File: src/rtl/pipe_scroller.sv
`default_nettype none
// ============================================================================
// Module      : pipe_scroller
// Description : Spawns and scrolls the single active pipe, drives its edge
//               coordinates to the collision checker and keeps a two-digit
//               BCD score. Follows the checker's Initial/Lose state.
// Revision    : 1.0 - initial release
// ============================================================================
module pipe_scroller #(
  parameter int          SCREEN_W = 640,
  parameter int          PIPE_W   = 60,
  parameter int          SPEED    = 2,
  parameter int          GAP_MIN  = 60,
  parameter int          GAP_H    = 120,
  parameter logic [15:0] SEED     = 16'hACE1
) (
  input  logic       Clk,
  input  logic       reset_n,
  input  logic       Start,
  input  logic       Tick,
  input  logic       Lose,
  input  logic       Initial,
  input  logic [9:0] Bird_X_L,
  output logic [9:0] X_Edge_Left,
  output logic [9:0] X_Edge_Right,
  output logic [9:0] Y_Edge_Top,
  output logic [9:0] Y_Edge_Bottom,
  output logic [7:0] Score,
  output logic       Score_Pulse,
  output logic       Pipe_Active
);

  localparam logic [9:0] c_SPAWN_X = 10'(SCREEN_W + PIPE_W);
  localparam logic [9:0] c_PIPE_W  = 10'(PIPE_W);
  localparam logic [9:0] c_SPEED   = 10'(SPEED);
  localparam logic [9:0] c_GAP_MIN = 10'(GAP_MIN);
  localparam logic [9:0] c_GAP_H   = 10'(GAP_H);

  typedef enum logic [2:0] {
    S_IDLE   = 3'b001,
    S_RUN    = 3'b010,
    S_FREEZE = 3'b100
  } state_t;

  state_t      r_state;
  logic [9:0]  r_xr;
  logic [9:0]  r_top;
  logic        r_passed;
  logic [15:0] r_lfsr;
  logic [7:0]  r_score;
  logic        r_pulse;

  logic        w_lfsr_fb;
  logic [9:0]  w_spawn_top;
  logic [7:0]  w_score_inc;
  logic        w_score_hit;

  // Taps 16,14,13,11 of the Fibonacci LFSR, shifting toward the MSB
  assign w_lfsr_fb   = r_lfsr[15] ^ r_lfsr[13] ^ r_lfsr[12] ^ r_lfsr[10];
  assign w_spawn_top = c_GAP_MIN + {2'b00, r_lfsr[7:0]};
  // The point is taken from the registered edge, one edge after it crosses
  assign w_score_hit = !r_passed && (r_xr < Bird_X_L);

  // Two-digit BCD increment with 99 wrapping to 00
  always_comb begin
    w_score_inc = r_score;
    if (r_score[3:0] == 4'd9) begin
      w_score_inc[3:0] = 4'd0;
      w_score_inc[7:4] = (r_score[7:4] == 4'd9) ? 4'd0 : r_score[7:4] + 4'd1;
    end else begin
      w_score_inc[3:0] = r_score[3:0] + 4'd1;
    end
  end

  // Free-running random source for the gap position, advances every cycle
  always_ff @(posedge Clk or negedge reset_n) begin
    if (!reset_n) begin
      r_lfsr <= SEED;
    end else begin
      r_lfsr <= {r_lfsr[14:0], w_lfsr_fb};
    end
  end

  // Game state machine: pipe position, gap, pass flag and score
  always_ff @(posedge Clk or negedge reset_n) begin
    if (!reset_n) begin
      r_state  <= S_IDLE;
      r_xr     <= c_SPAWN_X;
      r_top    <= c_GAP_MIN;
      r_passed <= 1'b0;
      r_score  <= 8'h00;
      r_pulse  <= 1'b0;
    end else begin
      r_pulse <= 1'b0;
      case (r_state)
        S_IDLE: begin
          if (Start) begin
            r_score  <= 8'h00;
            r_xr     <= c_SPAWN_X;
            r_top    <= w_spawn_top;
            r_passed <= 1'b0;
            r_state  <= S_RUN;
          end
        end
        S_RUN: begin
          if (Initial) begin
            r_xr    <= c_SPAWN_X;
            r_state <= S_IDLE;
          end else if (Lose) begin
            // Losing freezes the pipe exactly where it is, even on a Tick
            r_state <= S_FREEZE;
          end else begin
            if (w_score_hit) begin
              r_passed <= 1'b1;
              r_score  <= w_score_inc;
              r_pulse  <= 1'b1;
            end
            if (Tick) begin
              if (r_xr <= c_SPEED) begin
                // Respawn clears the pass flag, overriding a same-cycle hit
                r_xr     <= c_SPAWN_X;
                r_top    <= w_spawn_top;
                r_passed <= 1'b0;
              end else begin
                r_xr <= r_xr - c_SPEED;
              end
            end
          end
        end
        S_FREEZE: begin
          if (Initial) begin
            r_xr    <= c_SPAWN_X;
            r_state <= S_IDLE;
          end
        end
        default: begin
          r_state <= S_IDLE;
          r_xr    <= c_SPAWN_X;
        end
      endcase
    end
  end

  assign X_Edge_Right  = r_xr;
  assign X_Edge_Left   = (r_xr >= c_PIPE_W) ? (r_xr - c_PIPE_W) : 10'd0;
  assign Y_Edge_Top    = r_top;
  assign Y_Edge_Bottom = r_top + c_GAP_H;
  assign Score         = r_score;
  assign Score_Pulse   = r_pulse;
  assign Pipe_Active   = (r_state == S_RUN);

endmodule
`default_nettype wire

File: config.mk
export PLATFORM = sky130hd
export DESIGN_NAME = pipe_scroller
export DESIGN_NICKNAME = d
export VERILOG_FILES = /design/src/rtl/pipe_scroller.sv
export SDC_FILE = /design/constraint.sdc
export NUM_CORES = 1
export LEC_CHECK = 0
export ABC_AREA = 1
export CORE_ASPECT_RATIO = 0.7
export CORE_UTILIZATION = 54
export CTS_CLUSTER_SIZE = 16
export DETAILED_ROUTE_END_ITERATION = 16
export PLACE_DENSITY = 0.95
export SLEW_MARGIN = 20
export SYNTH_ARGS = -nofsm -noshare
export SYNTH_HDL_FRONTEND = slang
export SYNTH_SLANG_ARGS = --single-unit
File: constraint.sdc
create_clock -name Clk -period 3.25 [get_ports Clk]
set_input_delay 0.325 -clock Clk [delete_from_list [all_inputs] [get_ports Clk]]
set_output_delay 0.325 -clock Clk [all_outputs]
set_load 0.02 [all_outputs]
==> results of run 1 <==
placed cells by master, fill, tap and decap left out, types with 5 or more instances in the layout:
cell / netlist / final
clkbuf_8: 0 / 5
dfrtp_1: 28 / 28
nor3_1: 6 / 6
xor2_1: 9 / 9
nand2_1: 82 / 82
dfstp_2: 19 / 19
nand2_2: 5 / 5
clkdlybuf4s50_1: 0 / 61
ha_1: 20 / 20
nor2_1: 37 / 37
inv_1: 50 / 50
a21oi_1: 6 / 6
inv_2: 6 / 6
nor2_4: 5 / 5
o21ai_0: 13 / 13
nand3_1: 27 / 27
xnor2_1: 7 / 7
sequential cells by signal, indices dropped and copies added (netlist names):
register / cells
Score: 8
Score_Pulse: 1
X_Edge_Right: 9
Y_Edge_Top: 9
r_lfsr: 16
r_passed: 1
r_state: 3
critical path: stages (launching register included):
cell	delay [ns]
dfstp_2	0.61
ha_1	0.21
nand3_1	0.17
inv_1	0.12
nor2_1	0.06
o21ai_0	0.12
o21ai_0	0.10
inv_1	0.06
clkdlybuf4s50_1	0.59
area by class of cell:
type,count,area share (%)
timing repair buffer,62,17.39
sequential,47,33.76
multi-input combinational,235,37.52
clock inverter,1,0.8448
inverter,56,5.913
clock buffer,7,2.147
tap,69,2.429
metrics by stage:
stage,instance area (um^2),std cells,power [W],hold WS [ns],utilization (%)
after floorplan,2805,346,0.001478,0.02941,-
after global placement,3446,469,0.001835,0.3359,70.51
after detailed placement,3446,469,0.001883,0.3356,70.51
after CTS,3552,477,0.002304,0.2246,72.68
after global routing,3555,477,0.002449,0.05835,72.73
final,3555,477,0.002294,0.02310,72.73
report_power, final:
part	switching [W]	leakage, nW	internal [W]
logic	0.000672	1.10	0.000440
registers	0.0000742	0.584	0.000687
clock network	0.000191	0.0524	0.000230
total	0.000938	1.73	0.00136
kinds of logic after synthesis:
logic type / count (synthesis) / synth area share [%]
flops: 47 / 42.89
other cells: 1 / 0.1340
simple gates: 173 / 28.76
fa+ha+maj: 20 / 8.945
xor+xnor: 16 / 5.009
compound gates: 23 / 4.562
buf+inv: 64 / 9.704
layer usage:
layer  wire length [um]  vias to the layer above  track usage [%]
li1                   -                     1191                -
met4                  8                        0            2.419
met1               2802                     1110            32.96
met3                324                        2            4.521
met2               2910                       73            40.70
met5                  0                        -                0
worst paths after layout:
path                                  end  slack [ns]  cells past startpoint
max                        X_Edge_Left[9]        0.59                      8
min                           Score_Pulse        0.02                      1
max reg2reg                 Y_Edge_Top[7]        1.05                     12
min reg2reg                    r_lfsr[15]        0.35                      0
max in group asynchronous   Y_Edge_Top[3]        2.84                      1
min in group Clk               r_lfsr[15]        0.35                      0
==> results.md, run 1 <==
* Status: completed
* Clock slew at reported path FFs at 0.09 ns
* Max Cap Viol at 0
* Yosys Warn Count at 0
* FFs w/ async S/R, synth at 100.0%
* Worst-Skew Late Latency at 0.29 ns
* Synthesized area at ~2800 um^2
* FF+latch area at 1200 um^2
* Layout cells sized above 1 at approximately an eighth
* EDFF count, synth at 0
* Area leader, netlist: dfrtp_1
* Pre-Repair DR Iteration Count at 5
* Drt wl/cell at roughly 13 um
* Final hold vios at 0
* P&R area growth vs syn at 27.06%
* DRC Markers at 0
* Largest net degree at the start of global routing at 48
* Tcrit/Tclk final at 81.71%
* Setup CP Type: reg2out
* Global route overflow at 0
* Multi-input logic area at 1334 um^2
* Number of synthesized register bits at 47
* Post-synth top cells: nand2_1, inv_1, nor2_1
* PostCTS Resize Cnt at 0
* Arrival @ worst endpoint at 2.33 ns
* LEAKAGE at roughly 1.7 nW
* CP max FO at 7
* Clock root buffer master: clkbuf_8
* Area of the die at ~5500 um^2
* Via count at 2376
* Top FF cell, synth: dfrtp_1
* Die extent in x at 88.03 um
* Crit start category: register
* Std cell rows at 21
* TritonCTS clock tree: done
* DP Worst Slack at 0.9241 ns
* Final setup viols at 0
* GPL Wtd Cong at 0.8366
* Cell with the most instances after synthesis: nand2_1
* Initial DRC count at 95
* Global-route wire length before repair at 10430 um
* Worst slew pin tran at 0.5633 ns
* Synth cell types at 32
* F_max at 376.6 MHz
* CP endpoint kind: output port
* Cts hold-fix bufs at 0
* Drt total wl at 6045 um
* Maximum clock path buffer count at 2
* Worst slew margin relative to its limit at 62.44%
* CTS sink cnt at 47
* Die Height at 62.22 um
* Vias in the first global route at 2320
* Worst Hold Class: in2async
* Final WS setup at 0.5944 ns
* Core ar. at 4887 um^2
* Fillers at 391
* I/O pins at 66
* Setup TNS at 0 ns
* Min Tclk post-route at 2.656 ns
* Post-DR vias/cell at around 5.0
* CTS Buf Count at 5
* Critical Path Source: X_Edge_Right[3]
* Synth Instances at 344
* Gr usage total at 23.94%
* DP HPWL at 4592 um
* Synth top area cells: dfrtp_1, dfstp_2, nand2_1
* Critical Path RT at between 2 and 3 ns
* Yosys top cell area share at approximately a quarter
* Avg Cell Area, Syn at 8.133 um^2
* PwrDens at 645.4 nW/um^2
* H-tree depth at 2
* Peak supply drop at about 450 uV
* RSZ-0062 raised after global routing: false
* Post-synthesis sequential area ratio at around 43%
* Detail Route Antenna Nets at 0
* Buffers on Ports at a little over 60
* Initial Util at 57.25%
* Crit Reg-Reg Startpoint: X_Edge_Right[2]
* Post-CTS Setup Bufs at 0
* Layout net count at 443
* Initial antenna violation count at 0
* # diodes at 0
* Clock Skew at 0.007428 ns
* Slew Limit Fails at 0
(Power assumes the default switching activity.)
==> run 2: changes to the inputs <==
- CORE_UTILIZATION: 54 -> 50
- PLACE_DENSITY: 0.95 -> 0.9
- clock period: 3.25 -> 2.6 ns (I/O delays scaled with it)
==> results.md, run 2 (synthesis results as in run 1) <==
* Die Height at 64.59 um
* Drt total wl at 6155 um
* Post-DR vias/cell at 4.963
* DRC Markers at 0
* Status: completed
* WL met3 at 394 um
* Setup TNS at 0 ns
* Min Tclk post-route at 2.441 ns
* Clock root buffer master: clkbuf_8
* LEAKAGE at approximately 1.8 nW
* Peak supply drop at 403.2 uV
* Critical Path RT at 2.34 ns
* CP max FO at 7
* Setup CP Type: reg2out
* DR top layer: met4
* Layout net count at between 400 and 500
* Gr usage total at 22.22%
* Arrival @ worst endpoint at 2.18 ns
* Pre-Repair DR Iteration Count at 4
* F_max at 409.6 MHz
* Fillers at 414
* Worst Hold Class: reg2reg
* Via count at 2392
* TritonCTS clock tree: done
* # diodes at 0
* H-tree depth at 2
* Post-CTS Setup Bufs at 0
* Crit start category: register
* Std cell rows at 22
* Maximum clock path buffer count at 2
* Tcrit/Tclk final at 93.90%
* Max Cap Viol at 0
* Clock Skew at 0.005135 ns
* Clock slew at reported path FFs at 0.09 ns
* CTS sink cnt at 47
* GPL Wtd Cong at 0.8831
* Biggest register: r_lfsr
* Slew Limit Fails at 0
* Met1 wire length at approximately 2800 um
* Final hold slack at 0.3555 ns
* DP HPWL at 4721 um
* CP endpoint kind: output port
* PwrDens at approximately 800 nW/um^2
* Worst slew pin tran at 0.5516 ns
* Leading cell type in the layout, fill and taps excluded: nand2_1
* Die extent in x at 91.41 um
* CTS Buf Count at 5
* RSZ-0062 raised after global routing: false
* Buffers on Ports at 62
* Met2 routed WL at 2908 um
* Layout cells sized above 1 at 12.93%
* Global route overflow at 0
* Commonest cells after routing, fill and taps aside: nand2_1, clkdlybuf4s50_1, inv_1, nor2_1, dfrtp_1
* Worst-Skew Late Latency at 0.30 ns
* Largest net degree at the start of global routing at 25
* Initial Util at 52.66%
* I/O pins at 66
* Max FFs per register at 16
* Worst slew margin relative to its limit at a little over three fifths
* Final hold vios at 0
* Final setup viols at 0
* Vias in the first global route at 2233
* Global-route wire length before repair at 10370 um
* Detail Route Antenna Nets at 0
* Area of the die at 5903 um^2
* Core ar. at 5313 um^2
* Initial antenna violation count at 0
* Drt wl/cell at around 13 um
* P&R area growth vs syn at 28.31%
* Initial DRC count at 147
==> run 2: changes by cell type in the layout (fill, tap and decap cells not counted), sizes merged <==
cell and change:
clkdlybuf4s50 -7, clkbuf -2, dlygate4sd3 +1, clkinv +2
dlymetal6s2s +5, dlygate4sd2 +2, buf +1
==> run 2: path summary, 6_finish.rpt <==
path / start / end / slack [ns] / depth (start not counted)
setup / recovery: X_Edge_Right[2] / X_Edge_Left[6] / 0.16 / 4
hold / removal: r_lfsr[8] / r_lfsr[9] / 0.36 / 0
setup reg to reg: X_Edge_Right[2] / Y_Edge_Top[1] / 0.44 / 12
hold reg to reg: r_lfsr[8] / r_lfsr[9] / 0.36 / 0
max in group asynchronous: reset_n / X_Edge_Right[3] / 1.37 / 3
min in group asynchronous: reset_n / X_Edge_Right[8] / 0.48 / 2
==> run 2: per-layer routing <==
metal  vias up  track usage (%)
met4         0            5.159
li1       1195                -
met5         -                0
met3         4            4.108
met1      1111            30.91
met2        82            36.28
==> run 2: what timing repair did <==
| item | in CTS | in global routing |
|---|---|---|
| pin swaps | 0 | 0 |
| hold buffers | 1 | 0 |
| hold endpoints to repair | 16 | 0 |
| resized for setup | 2 | 5 |
| endpoints found under the setup margin | 2 | 5 |
==> run 2: final cells by class <==
class | instances | area (um^2) | share of cell area (%)
clock buffers | 5 | 68.82 | 1.917
clock inverters | 3 | 43.79 | 1.220
inverters | 56 | 210.2 | 5.856
multi-input cells | 235 | 1334 | 37.16
flip-flops and latches | 47 | 1200 | 33.43
well taps | 72 | 90.09 | 2.510
repair buffers | 64 | 643.1 | 17.92
==> run 2: critical path, cell delays in order, from the launching register on <==
cell and delay, ns:
dfstp_2 0.61, ha_1 0.22, nand3_1 0.18, o21ai_0 0.23
clkdlybuf4s50_1 0.63
==> run 2: through the flow <==
| step | setup WS [ns] | util, % | total power, W | area, um^2 | cells |
|---|---|---|---|---|---|
| floorplan | 0.6969 | - | 0.001848 | 2805 | 346 |
| global placement | 0.3492 | 65.07 | 0.002298 | 3457 | 473 |
| detailed placement | 0.2397 | 65.07 | 0.002349 | 3457 | 473 |
| CTS | 0.06331 | 67.33 | 0.002888 | 3577 | 482 |
| global route | 0.03394 | 67.57 | 0.003058 | 3590 | 482 |
| finish | 0.1586 | 67.57 | 0.002873 | 3590 | 482 |
==> run 2: where the power goes <==
part | switching, W | internal (W) | total (W)
clock network | 0.000248 | 0.000286 | 0.000535
registers | 0.0000933 | 0.000858 | 0.000952
logic | 0.000842 | 0.000545 | 0.00139
